--- config.mk ---
export PLATFORM = sky130hd
export DESIGN_NAME = if_stage
export DESIGN_NICKNAME = d
export VERILOG_FILES = /design/src/rtl/rv32i_pkg.sv /design/src/rtl/core_pkg.sv /design/src/rtl/if_stage.sv
export SDC_FILE = /design/constraint.sdc
export NUM_CORES = 1
export LEC_CHECK = 0
export ABC_AREA = 1
export CORE_MARGIN = 2
export CORE_UTILIZATION = 49
export DETAILED_ROUTE_END_ITERATION = 16
export GPL_TIMING_DRIVEN = 0
export PLACE_DENSITY = 0.8
export SKIP_LAST_GASP = 1
export SYNTH_ARGS = -nofsm -noshare
export SYNTH_HDL_FRONTEND = slang
export SYNTH_SLANG_ARGS = --single-unit
export TNS_END_PERCENT = 1
--- constraint.sdc ---
create_clock -name clk -period 6.65 [get_ports clk]
set_input_delay 1.6625 -clock clk [delete_from_list [all_inputs] [get_ports clk]]
set_output_delay 1.6625 -clock clk [all_outputs]
set_load 0.05 [all_outputs]
--- src/rtl/rv32i_pkg.sv ---
// RV32I ISA constants shared by the front end of the core.
package rv32i;

    localparam logic [31:0] nop = 32'h0000_0013;

endpackage

--- src/rtl/core_pkg.sv ---
// Pipeline-register and memory-port types shared between fetch and decode.
package core;

    typedef struct packed {
        logic [31:0] pc;
        logic [31:0] inst;
        logic        valid;
    } if_id_t;

    localparam if_id_t if_id_rst = '{pc: 32'h0, inst: rv32i::nop, valid: 1'b0};

    typedef enum logic [1:0] {S_REQ, S_WAIT, S_HOLD} if_state_t;

    typedef struct packed {
        logic        valid;
        logic [31:0] addr;
    } imem_req_t;

    typedef struct packed {
        logic        valid;
        logic [31:0] data;
    } imem_rsp_t;

    // Sequential PC; wraps modulo 2^32 and leaves the low bits untouched.
    function automatic logic [31:0] next_pc(input logic [31:0] pc, input logic [31:0] step);
        return pc + step;
    endfunction

endpackage

--- src/rtl/if_stage.sv ---
// Instruction fetch stage: owns the PC, issues one outstanding fetch at a time
// and hands {pc, inst, valid} to decode through the if_id register.
module if_stage
    import core::*;
#(
    parameter logic [31:0] RESET_PC = 32'h0000_0000,
    parameter logic [31:0] PC_STEP  = 32'd4
) (
    input  logic        clk,
    input  logic        rst,
    input  logic        en,
    input  logic        next_rdy,
    input  logic        redir_valid,
    input  logic [31:0] redir_pc,
    output logic        imem_req_valid,
    output logic [31:0] imem_req_addr,
    input  logic        imem_req_rdy,
    input  logic        imem_rsp_valid,
    input  logic [31:0] imem_rsp_data,
    output if_id_t      if_id,
    output logic        rdy
);

    if_state_t   state_q, state_d;
    logic [31:0] pc_q, pc_d;
    logic        kill_q, kill_d;
    logic [31:0] hold_q, hold_d;
    if_id_t      if_id_q, if_id_d;
    imem_req_t   req;
    imem_rsp_t   rsp;

    // A redirect suppresses the request so it can never coincide with acceptance.
    always_comb begin
        req.valid = (state_q == S_REQ) && en && !redir_valid && !rst;
        req.addr  = pc_q;
        rsp.valid = imem_rsp_valid;
        rsp.data  = imem_rsp_data;
    end

    always_comb begin
        state_d = state_q;
        pc_d    = pc_q;
        kill_d  = kill_q;
        hold_d  = hold_q;
        if_id_d = if_id_q;
        if (next_rdy) begin
            if_id_d.valid = 1'b0;
        end
        if (redir_valid) begin
            pc_d          = redir_pc;
            if_id_d.valid = 1'b0;
            case (state_q)
                S_REQ:   state_d = S_REQ;
                S_WAIT: begin
                    // A response landing with the redirect is simply dropped here.
                    if (rsp.valid) begin
                        state_d = S_REQ;
                        kill_d  = 1'b0;
                    end else begin
                        kill_d  = 1'b1;
                    end
                end
                S_HOLD: begin
                    state_d = S_REQ;
                    hold_d  = rv32i::nop;
                end
                default: state_d = S_REQ;
            endcase
        end else begin
            case (state_q)
                S_REQ: begin
                    if (req.valid && imem_req_rdy) begin
                        state_d = S_WAIT;
                    end
                end
                S_WAIT: begin
                    if (rsp.valid) begin
                        if (kill_q) begin
                            kill_d  = 1'b0;
                            state_d = S_REQ;
                        end else if (next_rdy) begin
                            if_id_d = '{pc: pc_q, inst: rsp.data, valid: en};
                            pc_d    = next_pc(pc_q, PC_STEP);
                            state_d = S_REQ;
                        end else begin
                            hold_d  = rsp.data;
                            state_d = S_HOLD;
                        end
                    end
                end
                S_HOLD: begin
                    if (next_rdy) begin
                        if_id_d = '{pc: pc_q, inst: hold_q, valid: en};
                        pc_d    = next_pc(pc_q, PC_STEP);
                        state_d = S_REQ;
                    end
                end
                default: state_d = S_REQ;
            endcase
        end
    end

    always_ff @(posedge clk or posedge rst) begin
        if (rst) begin
            state_q <= S_REQ;
            pc_q    <= RESET_PC;
            kill_q  <= 1'b0;
            hold_q  <= 32'h0;
            if_id_q <= if_id_rst;
        end else begin
            state_q <= state_d;
            pc_q    <= pc_d;
            kill_q  <= kill_d;
            hold_q  <= hold_d;
            if_id_q <= if_id_d;
        end
    end

    assign imem_req_valid = req.valid;
    assign imem_req_addr  = req.addr;
    assign if_id          = if_id_q;
    assign rdy            = en && next_rdy;

endmodule

Word-level counts from Yosys, hierarchy flattened
Cells that the tools add are included.

storage, ports and cells
  register bits after elaboration = 132
  bits of input ports = 71
  output and inout bits = 99
  word-level logic and storage cells = 71

cells by class
  add/sub/neg operators = 1
  equality and inequality tests = 13
  multiplexer cells = 32
  bitwise logic cells = 1
  reductions and logical operators = 17

operators by type and width
  operator                 count
  $mux W32                 10
  $mux W65                 4
  $pmux W65 S2             1
  $pmux W32 S2             1
  $add A32 B3 Y32 const B  1
  $mux W2                  8
  $ne A2 B2 Y1 const B     5
  $ne A3 B3 Y1 const B     3
  $mux W1                  7
  $pmux W2 S3              1
  $reduce_and A3 Y1        2
  $reduce_and A6 Y1        1
  $reduce_bool A2 Y1       3
  $logic_and A1 B1 Y1      5
  $reduce_and A5 Y1        1
  $ne A2 B1 Y1 const B     2
  $ne A3 B2 Y1 const B     1
  $reduce_bool A3 Y1       1
  $eq A2 B1 Y1 const B     1
  $eq A2 B2 Y1 const B     1
  $logic_not A1 Y1         2
  $logic_not A2 Y1         1
  $reduce_and A2 Y1        1
  $not A1 Y1               1

Depth between registers and ports, before layout
Gate-level depths: netlist (run 1).

  depth in word-level cells = 8
  depth in mapped cells = 10
  mapped depth without buffers = 9

Worst setup path before layout (run 1)
No wires, ideal clock.

  path type = input -> output
  from = input port rst
  to = output port imem_req_valid
  arrival time = 5.410 ns
  data required time = 4.987 ns
  setup slack = -0.422 ns
  stages = 3
  path buffers = 0
  cell sequence = inv_1 -> nand2_1 -> nor2_1

on the way
  longest elaborated chain between the ends = 2

RTL lines
  item                        RTL line        source
  start: declaration          if_stage.sv:10  input logic rst,
  $logic_not A1 Y1 (no line)  -
  $logic_and A1 B1 Y1         if_stage.sv:34  req.valid = (state_q == S_REQ) && en && !redir_valid && !rst;
  end: declaration            if_stage.sv:15  output logic imem_req_valid,

No other way between the ends.

Worst setup path after layout (run 1)
Same ends and word-level chain as after synthesis.

==> metrics.md, run 1 <==
| Metric | Value |
|---|---|
| Critical Path Fanout Max | 35 |
| Clk sinks | ~130 |
| Clock share of power | approximately 25% |
| DRC viols | 0 |
| Fmax | between 0.15 and 0.2 GHz |
| Area Overhead vs Synth | 38.8% |
| First-pass GRT wire length | slightly above 30 mm |
| Crit path kind | in2out |
| Netlist cell types | 26 |
| Synth top area cells | dfrtp_1, nand2_1, inv_1 |
| H-tree depth | 4 |
| Gr usage total | 26.9% |
| Die Wd | around 120 um |
| Number of I/O pins | 170 |
| Crit-path max cell delay | a little over 0.7 ns |
| Reg-to-reg endpoint | imem_req_addr[30] |
| Iter 0 DRT Violations | 529 |
| Pwr Density | about 420 nW/um^2 |
| Die height | between 100 and 150 um |
| Vias | 6521 |
| Area of the die | approximately 14000 um^2 |
| Max Buffers Root-to-Sink | 2 |
| Tmin final | about 6 ns |
| Setup WS post-layout | 0.713 ns |
| Hold depth | 2 |
| Post-synthesis sequential area ratio | approximately 50% |
| Cells after Synth | 864 |
| Total gr overflow | 0 |
| Proportion of layout cells with a drive suffix above 1 | around 6% |
| Core footprint | approximately 13000 um^2 |
| RSZ-0062 raised after global routing | false |
| Most common cell after layout, fill and taps aside | nand2_1 |
| Register share of total power | between 30% and 40% |
| Switching Power | about 1.6 mW |
| Fillers | 1089 |
| Fin. max-slew vios | 0 |
| Post-detail-place hpwl | ~14 mm |
| Skew final | ~0.0055 ns |
| Hold wc startpoint | if_id[5] |
| Area fraction of the dominant cell type after synthesis | 48.7% |
| Worst Setup End Kind | output port |
| Final setup viols | 0 |
| Max stage delay cell, worst path | clkdlybuf4s50_1 |
| Cts hold-fix bufs | 0 |
| Crit path DAT | approximately 4.3 ns |
| Yosys reg bits | ~130 |
| CTS tree | yes |
| TritonRoute pass-1 iters | 6 |
| YS warnings | 0 |
| Measured slew at the worst slew-check pin | roughly 0.74 ns |
| Most frequent cells in the layout | nand2_1, clkdlybuf4s50_1, inv_1 |
| Post-CTS sizing | 0 |
| Internal reg-to-reg setup slack | around 4.6 ns |
| Switching Share | between 40% and 50% |
| # rows | 42 |
| Clk pin slew, worst setup/hold paths | 0.06 ns |
| Final period util | slightly below 90% |
| Vias/cell | around 5.2 |
| Vias in the first global route | 6135 |
| Worst R2R Path Depth | 10 |
| Port Buffers | 169 |
| Pwr Total | ~3.8 mW |
| Drt wl/cell | 15.3 um |
| WHS Endpoint | if_id[5] |
| Crit path required time | around 5 ns |
| Worst slew margin | 50.5% |
| Syn Std Cell Area | approximately 6600 um^2 |
| Setup Fix Bufs, Post-CTS | 0 |
| Worst min-delay path class | reg2reg |
| Synthesized area per cell | 7.68 um^2 |
| Worst VDD drop | 0.159 mV |
| Antenna Cells | 0 |
| Reg2reg start | state_q[0] |
| Critical Path, Cell by Cell | clkdlybuf4s50_1 > clkinvlp_4 > buf_12 > buf_12 > nand2_1 > nor2_1 > clkdlybuf4s50_1 |
| Initial antenna violation count | 0 |
| Largest net degree at the start of global routing | 36 |
| Placer Congestion | 0.938 |
| TritonCTS Buffers | 17 |
| Final hold vios | 0 |
| Final WL | between 15 and 20 mm |
| Clk root buf | clkbuf_16 |
| Dominant cell type by area after synthesis | dfrtp_1 |
| Starting Density | 50.1% |
| Pint | ~2.2 mW |
| Status | finished, final reports clean |
| Max_cap viols | 0 |
| Dpl ws | around 0.64 ns |
| Antenna-violating nets left | 0 |
| Worst-skew pair later-pin latency | between 0.4 and 0.5 ns |
| Combinational fraction of design power | a little over two fifths |
| Leakage | ~4.3 nW |
| CP startpoint kind | primary input |
| Nets | 1130 |
| Syn Nets | between 900 and 1000 |
[synthesized netlist by cell type, drive strengths merged]
master,instances
nand2,185
inv,149
dfrtp,129
nand3,99
nor2,79
o22ai,61
o21ai,55
a21oi,35
clkbuf,23
buf,19
o21bai,6
o211ai,5
ha,4
xnor2,4
a22oi,3
and2,3
dfstp,3
a31oi,1
clkinv,1
[final cells by class]
class | count | area [um^2] | share of cell area [%]
Sequential cell | 132 | 3310 | 35.9
Multi-Input combinational cell | 540 | 2550 | 27.7
Timing Repair Buffer | 172 | 1750 | 19.0
Inverter | 150 | 567 | 6.15
Clock buffer | 23 | 498 | 5.41
Tap cell | 176 | 220 | 2.39
Buffer | 42 | 216 | 2.35
Clock inverter | 9 | 100 | 1.09
[stage by stage]
step / cell area, um^2 / setup TNS, ns / std cells / hold WS (ns) / util [%]
floorplan: 6640 / 0 / 864 / 0.478 / -
global route: 9210 / 0 / 1244 / 0.489 / 69.5
global placement: 8550 / -0.886 / 1209 / 0.450 / 64.6
CTS: 9210 / 0 / 1244 / 0.460 / 69.5
detailed placement: 8610 / 0 / 1212 / 0.451 / 65.0
finish: 9210 / 0 / 1244 / 0.459 / 69.5
[state kept, by name, indices dropped and copies added, names as in the netlist]
| name | flops |
|---|---|
| hold_q | 32 |
| if_id | 65 |
| imem_req_addr | 32 |
| kill_q | 1 |
| state_q | 2 |
[power groups by stage]
stage          clock, mW  combinational (mW)  sequential [mW]
2_1_floorplan          0               0.568             1.76
6_report           0.943                1.64             1.25
4_1_cts            0.949                1.64             1.24
5_1_grt            0.980                1.77             1.28
3_5_place_dp           0                1.63             1.25
3_3_place_gp           0                1.60             1.24
[logic make-up after synthesis]
| group | Yosys count | synth area share [%] |
|---|---|---|
| simple gates | 366 | 22.9 |
| buf+inv | 192 | 11.7 |
| compound gates | 166 | 14.2 |
| flops | 132 | 49.8 |
| xor+xnor | 4 | 0.528 |
| fa+ha+maj | 4 | 0.754 |
[worst max-delay path: cells and delay by family]
kind	cells	cell delay [ns]
AND/OR/NAND/NOR	2	0.13
buffers and inverters	5	2.45
[layer usage]
| metal | vias up | GRT usage, % | routed length [um] |
|---|---|---|---|
| li1 | 3166 | - | - |
| met1 | 3035 | 35.4 | 8080 |
| met2 | 277 | 44.8 | 9270 |
| met3 | 43 | 4.39 | 1210 |
| met4 | 0 | 10.2 | 489 |
| met5 | - | 0 | 0 |
[worst max-delay path by stage]
| stage | endpoint | depth (start not counted) | slack (ns) | from |
|---|---|---|---|---|
| detailed placement | imem_req_valid | 7 | 0.64 | rst |
| global placement | imem_req_valid | 5 | -0.89 | rst |
| global route | imem_req_valid | 7 | 0.43 | rst |
| finish | imem_req_valid | 7 | 0.71 | rst |
| floorplan | imem_req_valid | 3 | 0.94 | rst |
| CTS | imem_req_valid | 7 | 0.63 | rst |
Note: power is estimated with default switching activity, not from simulation.
==> run 2, diff against run 1 <==
--- a/config.mk
+++ b/config.mk
@@ -11,6 +11,7 @@
 export DETAILED_ROUTE_END_ITERATION = 16
 export GPL_TIMING_DRIVEN = 0
 export PLACE_DENSITY = 0.8
+export RECOVER_POWER = 50
 export SKIP_LAST_GASP = 1
 export SYNTH_ARGS = -nofsm -noshare
 export SYNTH_HDL_FRONTEND = slang
==> run 2 against run 1 <==
Net effect:
- the flow now finishes with violations (capacitance limit, slew limit)
- combinational power is essentially flat
- wire length shrank 0.29%
- utilization shrank 0.21 points
- critical path depth is the same
- sequential power is essentially flat
- register-to-register slack lost 0.19 ns
- critical path type unchanged
- largest power group unchanged
- highest routed layer unchanged
==> metrics.md, run 2 (synthesis gave the netlist of run 1 again) <==
| Metric | Value |
|---|---|
| Setup Fix Bufs, Post-CTS | 0 (unchanged) |
| Setup WS post-layout | 0.649 ns (was 0.713 ns) |
| Top Layer Used | met4 (unchanged) |
| Largest net degree at the start of global routing | 36 (unchanged) |
| Max_cap viols | 1 (was 0) |
| Status | complete, but fails checks (was finished, final reports clean) |
| Crit-path max cell delay | 0.72 ns (about the same) |
| Antenna-violating nets left | 0 (unchanged) |
| Dpl ws | 0.643 ns (unchanged) |
| Nets | 1130 (unchanged) |
| Multi-input logic area | 2550 um^2 (unchanged) |
| CP startpoint kind | primary input (unchanged) |
| Cts hold-fix bufs | 0 (unchanged) |
| Starting Density | 50.1% (unchanged) |
| Register share of total power | 32.6% (about the same) |
| Final Cell Area | 9180 um^2 (was 9210 um^2) |
| DP Area | 8610 um^2 (unchanged) |
| Worst slew margin | -20.8% (was 50.5%) |
| M1 WL | 8.05 mm (was 8.08 mm) |
| Tmin final | 6.00 ns (was 5.94 ns) |
| Max stage delay cell, worst path | clkdlybuf4s50_1 (unchanged) |
| Clock share of power | 24.7% (was 24.6%) |
| Worst VDD drop | 0.159 mV (about the same) |
| # rows | 42 (unchanged) |
| Core footprint | 13200 um^2 (unchanged) |
| Metal2 WL | 9.26 mm (was 9.27 mm) |
| Switching Power | 1.62 mW (about the same) |
| Critical Path Fanout Max | 35 (unchanged) |
| Worst min-delay path class | reg2reg (unchanged) |
| Vias/cell | 5.24 (about the same) |
| Combinational fraction of design power | 42.7% (was 42.8%) |
| Placer Congestion | 0.938 (unchanged) |
| H-tree depth | 4 (unchanged) |
| Final WL | 19.0 mm (was 19.1 mm) |
| Critical Path, Cell by Cell | dlygate4sd3_1 > clkinvlp_4 > buf_12 > buf_12 > nand2_1 > nor2_1 > clkdlybuf4s50_1 (was clkdlybuf4s50_1 > clkinvlp_4 > buf_12 > buf_12 > nand2_1 > nor2_1 > clkdlybuf4s50_1) |
| TritonRoute pass-1 iters | 7 (was 6) |
| Vias | 6520 (was 6521) |
| RSZ-0062 raised after global routing | false (unchanged) |
| Post-detail-place hpwl | 13.6 mm (unchanged) |
| Most used cell, CP | buf_12 |
| Max Buffers Root-to-Sink | 2 (unchanged) |
| First-pass GRT wire length | 30.8 mm (unchanged) |
| Failing checks | capacitance limit, slew limit |
| Fillers | 1096 (was 1089) |
| Iter 0 DRT Violations | 516 (was 529) |
| Gr usage total | 26.9% (unchanged) |
| Pwr Density | 416 nW/um^2 (about the same) |
| Crit path required time | 4.99 ns (about the same) |
| Number of I/O pins | 170 (unchanged) |
| Clk root buf | clkbuf_16 (unchanged) |
| Skew final | 0.00473 ns (was 0.00548 ns) |
| Area Overhead vs Synth | 38.4% (was 38.8%) |
| Crit path kind | in2out (unchanged) |
| Die height | 120 um (unchanged) |
| Final period util | 90.2% (was 89.3%) |
| Vias in the first global route | 6135 (unchanged) |
| Proportion of layout cells with a drive suffix above 1 | 4.87% (was 5.90%) |
| Clk sinks | 132 (unchanged) |
| FF+latch area | 3310 um^2 (unchanged) |
| Most frequent cells in the layout | nand2_1, clkdlybuf4s50_1, inv_1 (unchanged) |
| Most common cell after layout, fill and taps aside | nand2_1 (unchanged) |
| Port Buffers | 169 (unchanged) |
| Initial antenna violation count | 0 (unchanged) |
| Pint | 2.21 mW (about the same) |
| Area of the die | 14500 um^2 (unchanged) |
| Die Wd | 120 um (unchanged) |
| Dpl cells | 1212 (unchanged) |
| Reg2reg start | state_q[1] (was state_q[0]) |
| Non-Filler Instances | 1244 (unchanged) |
| Total gr overflow | 0 (unchanged) |
| Fin util | 69.3% (was 69.5%) |
| CTS tree | yes (unchanged) |
| Crit path DAT | 4.34 ns (was 4.27 ns) |
| Worst Setup End Kind | output port (unchanged) |
| DRC viols | 0 (unchanged) |
| Worst-skew pair later-pin latency | 0.41 ns (was 0.42 ns) |
| Clk pin slew, worst setup/hold paths | 0.06 ns (about the same) |
| Leakage | 4.24 nW (was 4.27 nW) |
| Measured slew at the worst slew-check pin | 1.81 ns (was 0.741 ns) |
| Hold wc startpoint | if_id[5] (unchanged) |
| Max reg flops | 65 (unchanged) |
| Fmax | 0.167 GHz (was 0.168 GHz) |
| Final setup viols | 0 (unchanged) |
| Fin. max-slew vios | 33 (was 0) |
| Metal3 WL | 1.21 mm (unchanged) |
| Switching Share | 42.3% (about the same) |
| Antenna Cells | 0 (unchanged) |
| Final hold vios | 0 (unchanged) |
| Worst Setup SP | rst (unchanged) |
| Drt wl/cell | 15.3 um (about the same) |
| TritonCTS Buffers | 17 (unchanged) |
| Post-CTS sizing | 0 (unchanged) |
run 2: cell count changes in the layout (fill, tap and decap cells not counted):
cell             change
inv_1                +1
dlygate4sd3_1        +3
clkbuf_1            +10
clkdlybuf4s50_1      -3
inv_2                -1
buf_2                -9
buf_12               -1
run 2: power by group through the flow:
stage	registers, mW	clock network (mW)	logic (mW)
2_1_floorplan	1.76	0	0.568
3_3_place_gp	1.24	0	1.60
3_5_place_dp	1.25	0	1.63
4_1_cts	1.24	0.949	1.64
5_1_grt	1.28	0.980	1.77
6_report	1.25	0.942	1.63
run 2: worst max-delay path: cells and delay by family:
family                 cells  cell delay (ns)
buffers and inverters      5             2.52
and+or+nand+nor            2             0.13
run 2: path summary, 6_finish.rpt:
check / to / slack [ns] / cells past startpoint
min in group asynchronous: if_id[29] / 1.85 / 2
max: imem_req_valid / 0.65 / 7
min reg2reg: if_id[5] / 0.46 / 2
min: if_id[5] / 0.46 / 2
max in group asynchronous: imem_req_addr[25] / 2.20 / 5
max reg2reg: if_id[11] / 4.38 / 10
run 2: metal layers:
layer  global-route usage, %  up-vias
met5                       0        -
met2                    44.8      298
met1                    35.4     3020
li1                        -     3165
met3                    4.39       37
met4                    10.2        0
run 2: metrics by stage:
step / hold WS [ns] / power (mW) / TNS [ns]
6_report: 0.459 / 3.82 / 0
5_1_grt: 0.489 / 4.02 / 0
4_1_cts: 0.460 / 3.83 / 0
3_5_place_dp: 0.451 / 2.88 / 0
3_3_place_gp: 0.450 / 2.84 / -0.886
2_1_floorplan: 0.478 / 2.33 / 0
run 2: layout make-up:
type	count	area share [%]
buffer	42	2.23
inverter	150	6.17
multi-input combinational	540	27.8
timing repair buffer	172	18.9
clock inverter	9	1.09
clock buffer	23	5.42
tap	176	2.40
sequential	132	36.0
==> run 3, diff against run 2 <==
--- a/config.mk
+++ b/config.mk
@@ -12,7 +12,6 @@
 export GPL_TIMING_DRIVEN = 0
 export PLACE_DENSITY = 0.8
 export RECOVER_POWER = 50
-export SKIP_LAST_GASP = 1
 export SYNTH_ARGS = -nofsm -noshare
 export SYNTH_HDL_FRONTEND = slang
 export SYNTH_SLANG_ARGS = --single-unit
==> results of run 3 <==
Final layout, timing and power as in run 2 (identical DEF).
